===== src/rtl/mult_div_unit.sv =====
// ============================================================================
// Module   : mult_div_unit
// Brief    : Iterative multiply/divide unit with architectural HI/LO registers
// Revision : 1.0
// ============================================================================
`default_nettype none

module mult_div_unit #(
    parameter int WIDTH = 32
) (
    input  logic             clk,
    input  logic             rst,
    input  logic             md_start,
    input  logic [1:0]       md_op,
    input  logic [WIDTH-1:0] md_a,
    input  logic [WIDTH-1:0] md_b,
    input  logic             md_hi_we,
    input  logic             md_lo_we,
    output logic             md_busy,
    output logic             md_done,
    output logic [WIDTH-1:0] md_hi,
    output logic [WIDTH-1:0] md_lo,
    output logic             md_div_by_zero
);

    localparam int         c_CNT_W = $clog2(WIDTH);
    localparam logic [1:0] S_IDLE  = 2'd0;
    localparam logic [1:0] S_CALC  = 2'd1;
    localparam logic [1:0] S_FIX   = 2'd2;

    logic [1:0]         r_state;
    logic [1:0]         r_op;
    logic               r_sign_a;
    logic               r_sign_b;
    logic [c_CNT_W-1:0] r_cnt;
    logic [WIDTH-1:0]   r_opb;
    logic [2*WIDTH-1:0] r_acc;
    logic [WIDTH-1:0]   r_hi;
    logic [WIDTH-1:0]   r_lo;
    logic               r_done;
    logic               r_dbz;

    logic               w_signed;
    logic               w_sa;
    logic               w_sb;
    logic [WIDTH-1:0]   w_a_mag;
    logic [WIDTH-1:0]   w_b_mag;
    logic [WIDTH:0]     w_sum;
    logic [WIDTH:0]     w_shift;
    logic [WIDTH:0]     w_diff;
    logic               w_ge;
    logic               w_neg;
    logic [2*WIDTH-1:0] w_prod;
    logic [WIDTH-1:0]   w_quo;
    logic [WIDTH-1:0]   w_rem;

    assign w_signed = ~md_op[0];
    assign w_sa     = w_signed & md_a[WIDTH-1];
    assign w_sb     = w_signed & md_b[WIDTH-1];
    assign w_a_mag  = w_sa ? (~md_a + 1'b1) : md_a;
    assign w_b_mag  = w_sb ? (~md_b + 1'b1) : md_b;

    // Accumulator layout is shared: upper half is the partial product or the
    // remainder, lower half the multiplier or the dividend/quotient.
    assign w_sum   = {1'b0, r_acc[2*WIDTH-1:WIDTH]} + (r_acc[0] ? {1'b0, r_opb} : '0);
    assign w_shift = {r_acc[2*WIDTH-1:WIDTH], r_acc[WIDTH-1]};
    assign w_ge    = (w_shift >= {1'b0, r_opb});
    assign w_diff  = w_shift - {1'b0, r_opb};

    assign w_neg  = r_sign_a ^ r_sign_b;
    assign w_prod = w_neg ? (~r_acc + 1'b1) : r_acc;
    assign w_quo  = w_neg ? (~r_acc[WIDTH-1:0] + 1'b1) : r_acc[WIDTH-1:0];
    assign w_rem  = r_sign_a ? (~r_acc[2*WIDTH-1:WIDTH] + 1'b1) : r_acc[2*WIDTH-1:WIDTH];

    always_ff @(posedge clk) begin
        if (rst) begin
            r_state  <= S_IDLE;
            r_op     <= 2'b00;
            r_sign_a <= 1'b0;
            r_sign_b <= 1'b0;
            r_cnt    <= '0;
            r_opb    <= '0;
            r_acc    <= '0;
            r_hi     <= '0;
            r_lo     <= '0;
            r_done   <= 1'b0;
            r_dbz    <= 1'b0;
        end else begin
            r_done <= 1'b0;
            case (r_state)
                S_IDLE: begin
                    if (md_start) begin
                        r_op     <= md_op;
                        r_sign_a <= w_sa;
                        r_sign_b <= w_sb;
                        r_cnt    <= '0;
                        r_opb    <= w_b_mag;
                        r_acc    <= {{WIDTH{1'b0}}, w_a_mag};
                        r_dbz    <= md_op[1] && (md_b == '0);
                        r_state  <= S_CALC;
                    end else begin
                        if (md_hi_we) r_hi <= md_a;
                        if (md_lo_we) r_lo <= md_a;
                    end
                end
                S_CALC: begin
                    if (!r_op[1]) begin
                        r_acc <= {w_sum, r_acc[WIDTH-1:1]};
                    end else if (w_ge) begin
                        r_acc <= {w_diff[WIDTH-1:0], r_acc[WIDTH-2:0], 1'b1};
                    end else begin
                        r_acc <= {w_shift[WIDTH-1:0], r_acc[WIDTH-2:0], 1'b0};
                    end
                    r_cnt <= r_cnt + 1'b1;
                    if (r_cnt == c_CNT_W'(WIDTH-1)) r_state <= S_FIX;
                end
                S_FIX: begin
                    if (!r_op[1]) begin
                        r_hi <= w_prod[2*WIDTH-1:WIDTH];
                        r_lo <= w_prod[WIDTH-1:0];
                    end else begin
                        // Divide by zero keeps HI = dividend via the remainder path.
                        r_hi <= w_rem;
                        r_lo <= r_dbz ? {WIDTH{1'b1}} : w_quo;
                    end
                    r_done  <= 1'b1;
                    r_state <= S_IDLE;
                end
                default: r_state <= S_IDLE;
            endcase
        end
    end

    assign md_busy        = (r_state != S_IDLE);
    assign md_done        = r_done;
    assign md_hi          = r_hi;
    assign md_lo          = r_lo;
    assign md_div_by_zero = r_dbz;

endmodule

`default_nettype wire


===== config.mk =====
export PLATFORM = sky130hd
export DESIGN_NAME = mult_div_unit
export DESIGN_NICKNAME = d
export VERILOG_FILES = /design/src/rtl/mult_div_unit.sv
export SDC_FILE = /design/constraint.sdc
export NUM_CORES = 1
export LEC_CHECK = 0
export ABC_AREA = 1
export BUFFER_PORTS_ARGS = -buffer_cell sky130_fd_sc_hd__clkbuf_2
export CAP_MARGIN = 30
export CORE_MARGIN = 10
export CORE_UTILIZATION = 45
export CTS_BUF_LIST = sky130_fd_sc_hd__clkbuf_8
export CTS_CLUSTER_SIZE = 12
export DETAILED_ROUTE_END_ITERATION = 6
export PLACE_DENSITY_LB_ADDON = 0.25
export SYNTH_ARGS = -nofsm -noshare
export SYNTH_HDL_FRONTEND = slang
export SYNTH_SLANG_ARGS = --single-unit

===== constraint.sdc =====
create_clock -name clk -period 2.3 [get_ports clk]
set_input_delay 0.575 -clock clk [delete_from_list [all_inputs] [get_ports clk]]
set_output_delay 0.575 -clock clk [all_outputs]
set_load 0.05 [all_outputs]

==> flow_summary.json <==
{
  "status": "finished, violations left",
  "violations": "DRC, setup timing",
  "instances_no_fill": 4141,
  "min_to": "r_acc[8]$_SDFFE_PP0P_",
  "drcViolationCount": 2,
  "cts_buffer_depth": 2,
  "skew_ps": 25.6,
  "dieArea_um2": 46600,
  "ys_types": 52,
  "grt_pass1_vias": 22200,
  "wirelength_um": 88600,
  "grt_pass1_wl_um": 130000,
  "synth_edf_count": 0,
  "path_clk_slew_ps": 110,
  "gp_congestion": 1.03,
  "path_class": "reg2reg",
  "final_common_cell": "nand2_1",
  "cts_root_buf": "clkbuf_8",
  "finalWorstSetupSlack_ps": -217,
  "powerDensity_nw_per_um2": 484,
  "worst_r2r_path_depth": 18,
  "hold_path_class": "in2reg",
  "grt_max_degree": 65,
  "cap_violations": 0,
  "relSlewSlack_pct": 44.0,
  "start_util_pct": 45.7,
  "die_w_um": 216,
  "drive_gt1_share_pct": 31.2,
  "min-delay-start": "rst",
  "synth_seq_area_share_pct": 20.0,
  "period_needed_ps": 2520,
  "max_freq_mhz": 397,
  "hold_violations": 0,
  "final_cell_mix": "nand2_1, buf_4, inv_1",
  "leakage_nw": 12.3,
  "vdd_drop_max_mv": 0.409,
  "rows": 71,
  "fillers": 3536,
  "clk_latency_ps": 560,
  "finalSetupViolCount": 22,
  "r2r_end": "r_acc[58]$_SDFFE_PP0P_",
  "hold_depth": 2,
  "crit_fanout": 8,
  "syn2layout_area_growth_pct": 42.5,
  "grt_usage_pct": 35.7,
  "rsz0062_at_grt": "yes",
  "worstMarginPinSlew_ps": 840,
  "antenna_cells": 0,
  "clock_sinks": 172,
  "postRouteAntennaNets": 0,
  "ys_ff_latch": 172,
  "crit_arrival_ps": 2920,
  "reg2reg_setup_slack_ps": -220,
  "synthFlopType": "dfxtp_1",
  "syn_inst": 3114,
  "die_h_um": 216,
  "ys_warn_count": 0,
  "syn_area_um2": 17200,
  "grt-ovfl-total": 0,
  "post_drt_wl_per_cell_um": 21.4,
  "cts_tree": "built",
  "place_hpwl_um": 68500,
  "critPathCaptureType": "flop",
  "h-tree-depth": 4,
  "numCtsBuffers": 17,
  "maxSlewViolCount": 0,
  "pin_count": 138,
  "synth_area_per_cell_um2": 5.54,
  "start_kind": "flop",
  "antenna_found_initial": 1,
  "async_reset_ff_share_pct": 0,
  "synth_fp_nets": 3257,
  "post-route-util_pct": 65.1,
  "route.vias.total": 23600,
  "core_um2": 37800,
  "finalNetCount": 3760,
  "r2r_start": "r_acc[0]$_SDFFE_PP0P_",
  "firstDrtPassIters": 7,
  "cp_data_required_time_ps": 2700,
  "vias_per_cell": 5.70,
  "initialDrtViolationCount": 2966,
  "portBuffers": 137,
  "post-route-period-util_pct": 109,
  "placedCellCount": 4066
}
==> through the flow <==
stage          cell area [um2]  setup slack [ps]  TNS (ps)  total power (W)  hold WS, ps
2_1_floorplan            17300              33.3         0          0.00624          443
4_1_cts                  23400              -129     -1350           0.0113          311
5_1_grt                  24600              -313     -5210           0.0124          347
3_3_place_gp             21400              -351    -10590          0.00840          452
6_report                 24600              -217     -1750           0.0119          335
3_5_place_dp             21400              -370    -13750          0.00845          461
==> where the power goes <==
group | switching (W) | internal (W) | leakage (nW)
clock network | 0.00138 | 0.00112 | 0.214
registers | 0.000207 | 0.00317 | 1.42
logic | 0.00373 | 0.00228 | 10.6
==> worst max-delay path: stages (launching register included) <==
cell and delay (ps):
dfxtp_4 390, buf_12 150, buf_12 140, buf_6 120, nand2_4 50, inv_2 40
ha_4 300, nand2_2 90, nor2_4 130, buf_4 120, inv_1 40, o21bai_1 260
nor2_2 90, nand3_1 70, nand2_1 50, nor2_1 120, nor2_1 50, nand2_1 100
a21oi_2 50
==> state kept, by name, indices dropped and copies added (netlist names) <==
| signal | count |
|---|---|
| r_acc | 64 |
| md_done | 1 |
| md_lo | 32 |
| r_cnt | 5 |
| r_sign_a | 1 |
| md_div_by_zero | 1 |
| r_state | 2 |
| r_op | 1 |
| r_opb | 32 |
| r_sign_b | 1 |
| md_hi | 32 |
==> synthesized netlist by cell type, types with 9 or more instances <==
cell type	count	area, um2
nor2_1	310	1160
nor3_1	33	165
o21bai_1	11	82.6
nor2_2	12	75.1
nand2_2	15	93.8
ha_1	70	876
o21ai_1	34	170
o211ai_1	13	97.6
a221oi_1	9	78.8
nand2_1	905	3400
a21oi_1	239	1200
buf_2	24	120
clkbuf_1	85	319
buf_1	10	37.5
nand4_1	50	313
inv_1	423	1590
nand3b_1	11	82.6
dfxtp_1	172	3440
xor2_1	36	315
o21ai_0	257	1290
a31oi_1	18	113
or2_2	12	75.1
nand3_1	280	1400
==> logic make-up (layout without fill, tap and decap cells) <==
family                   after synthesis  count (layout)  synth area share (%)
AND/OR/NAND/NOR                     1661            1661                  41.1
AO/OA/AOI/OAI                        613             613                  19.1
buffers and inverters                555            1071                  12.5
flip-flops                           172             172                  20.0
adder cells (fa/ha/maj)               72              72                  5.31
XOR/XNOR                              41              41                  2.08
==> worst max path at each step <==
stage / startpoint / end
CTS: r_acc[0]$_SDFFE_PP0P_ / r_acc[61]$_SDFFE_PP0P_
floorplan: r_acc[0]$_SDFFE_PP0P_ / r_acc[63]$_SDFFE_PP0P_
detailed placement: r_acc[0]$_SDFFE_PP0P_ / r_acc[62]$_SDFFE_PP0P_
global route: r_acc[0]$_SDFFE_PP0P_ / r_acc[58]$_SDFFE_PP0P_
finish: r_acc[0]$_SDFFE_PP0P_ / r_acc[58]$_SDFFE_PP0P_
global placement: r_acc[0]$_SDFFE_PP0P_ / r_acc[54]$_SDFFE_PP0P_
==> final cells by class <==
| cell class | instances | area, um2 | area share [%] |
|---|---|---|---|
| multi-input cells | 2387 | 13800 | 56.1 |
| repair buffers | 609 | 4590 | 18.7 |
| flip-flops and latches | 172 | 3500 | 14.2 |
| inverters | 430 | 1630 | 6.63 |
| well taps | 511 | 639 | 2.60 |
| clock buffers | 18 | 248 | 1.01 |
| clock inverters | 14 | 181 | 0.738 |
==> layer usage <==
metal	up-vias	track usage, %	share of wire, %
li1	11100	-	-
met1	10800	40.4	36
met2	1345	60.0	46
met3	351	6.70	9.3
met4	0	24.8	7.9
met5	-	0	0
==> repair_timing <==
item / in CTS / in global routing
pin swaps: 56 / 103
endpoints found under the setup margin: 73 / 71
gates cloned: 2 / 2
hold buffers: 0 / 0
buffers inserted: 19 / 21
resized for setup: 296 / 281
Note: power is estimated with default switching activity, not from simulation.
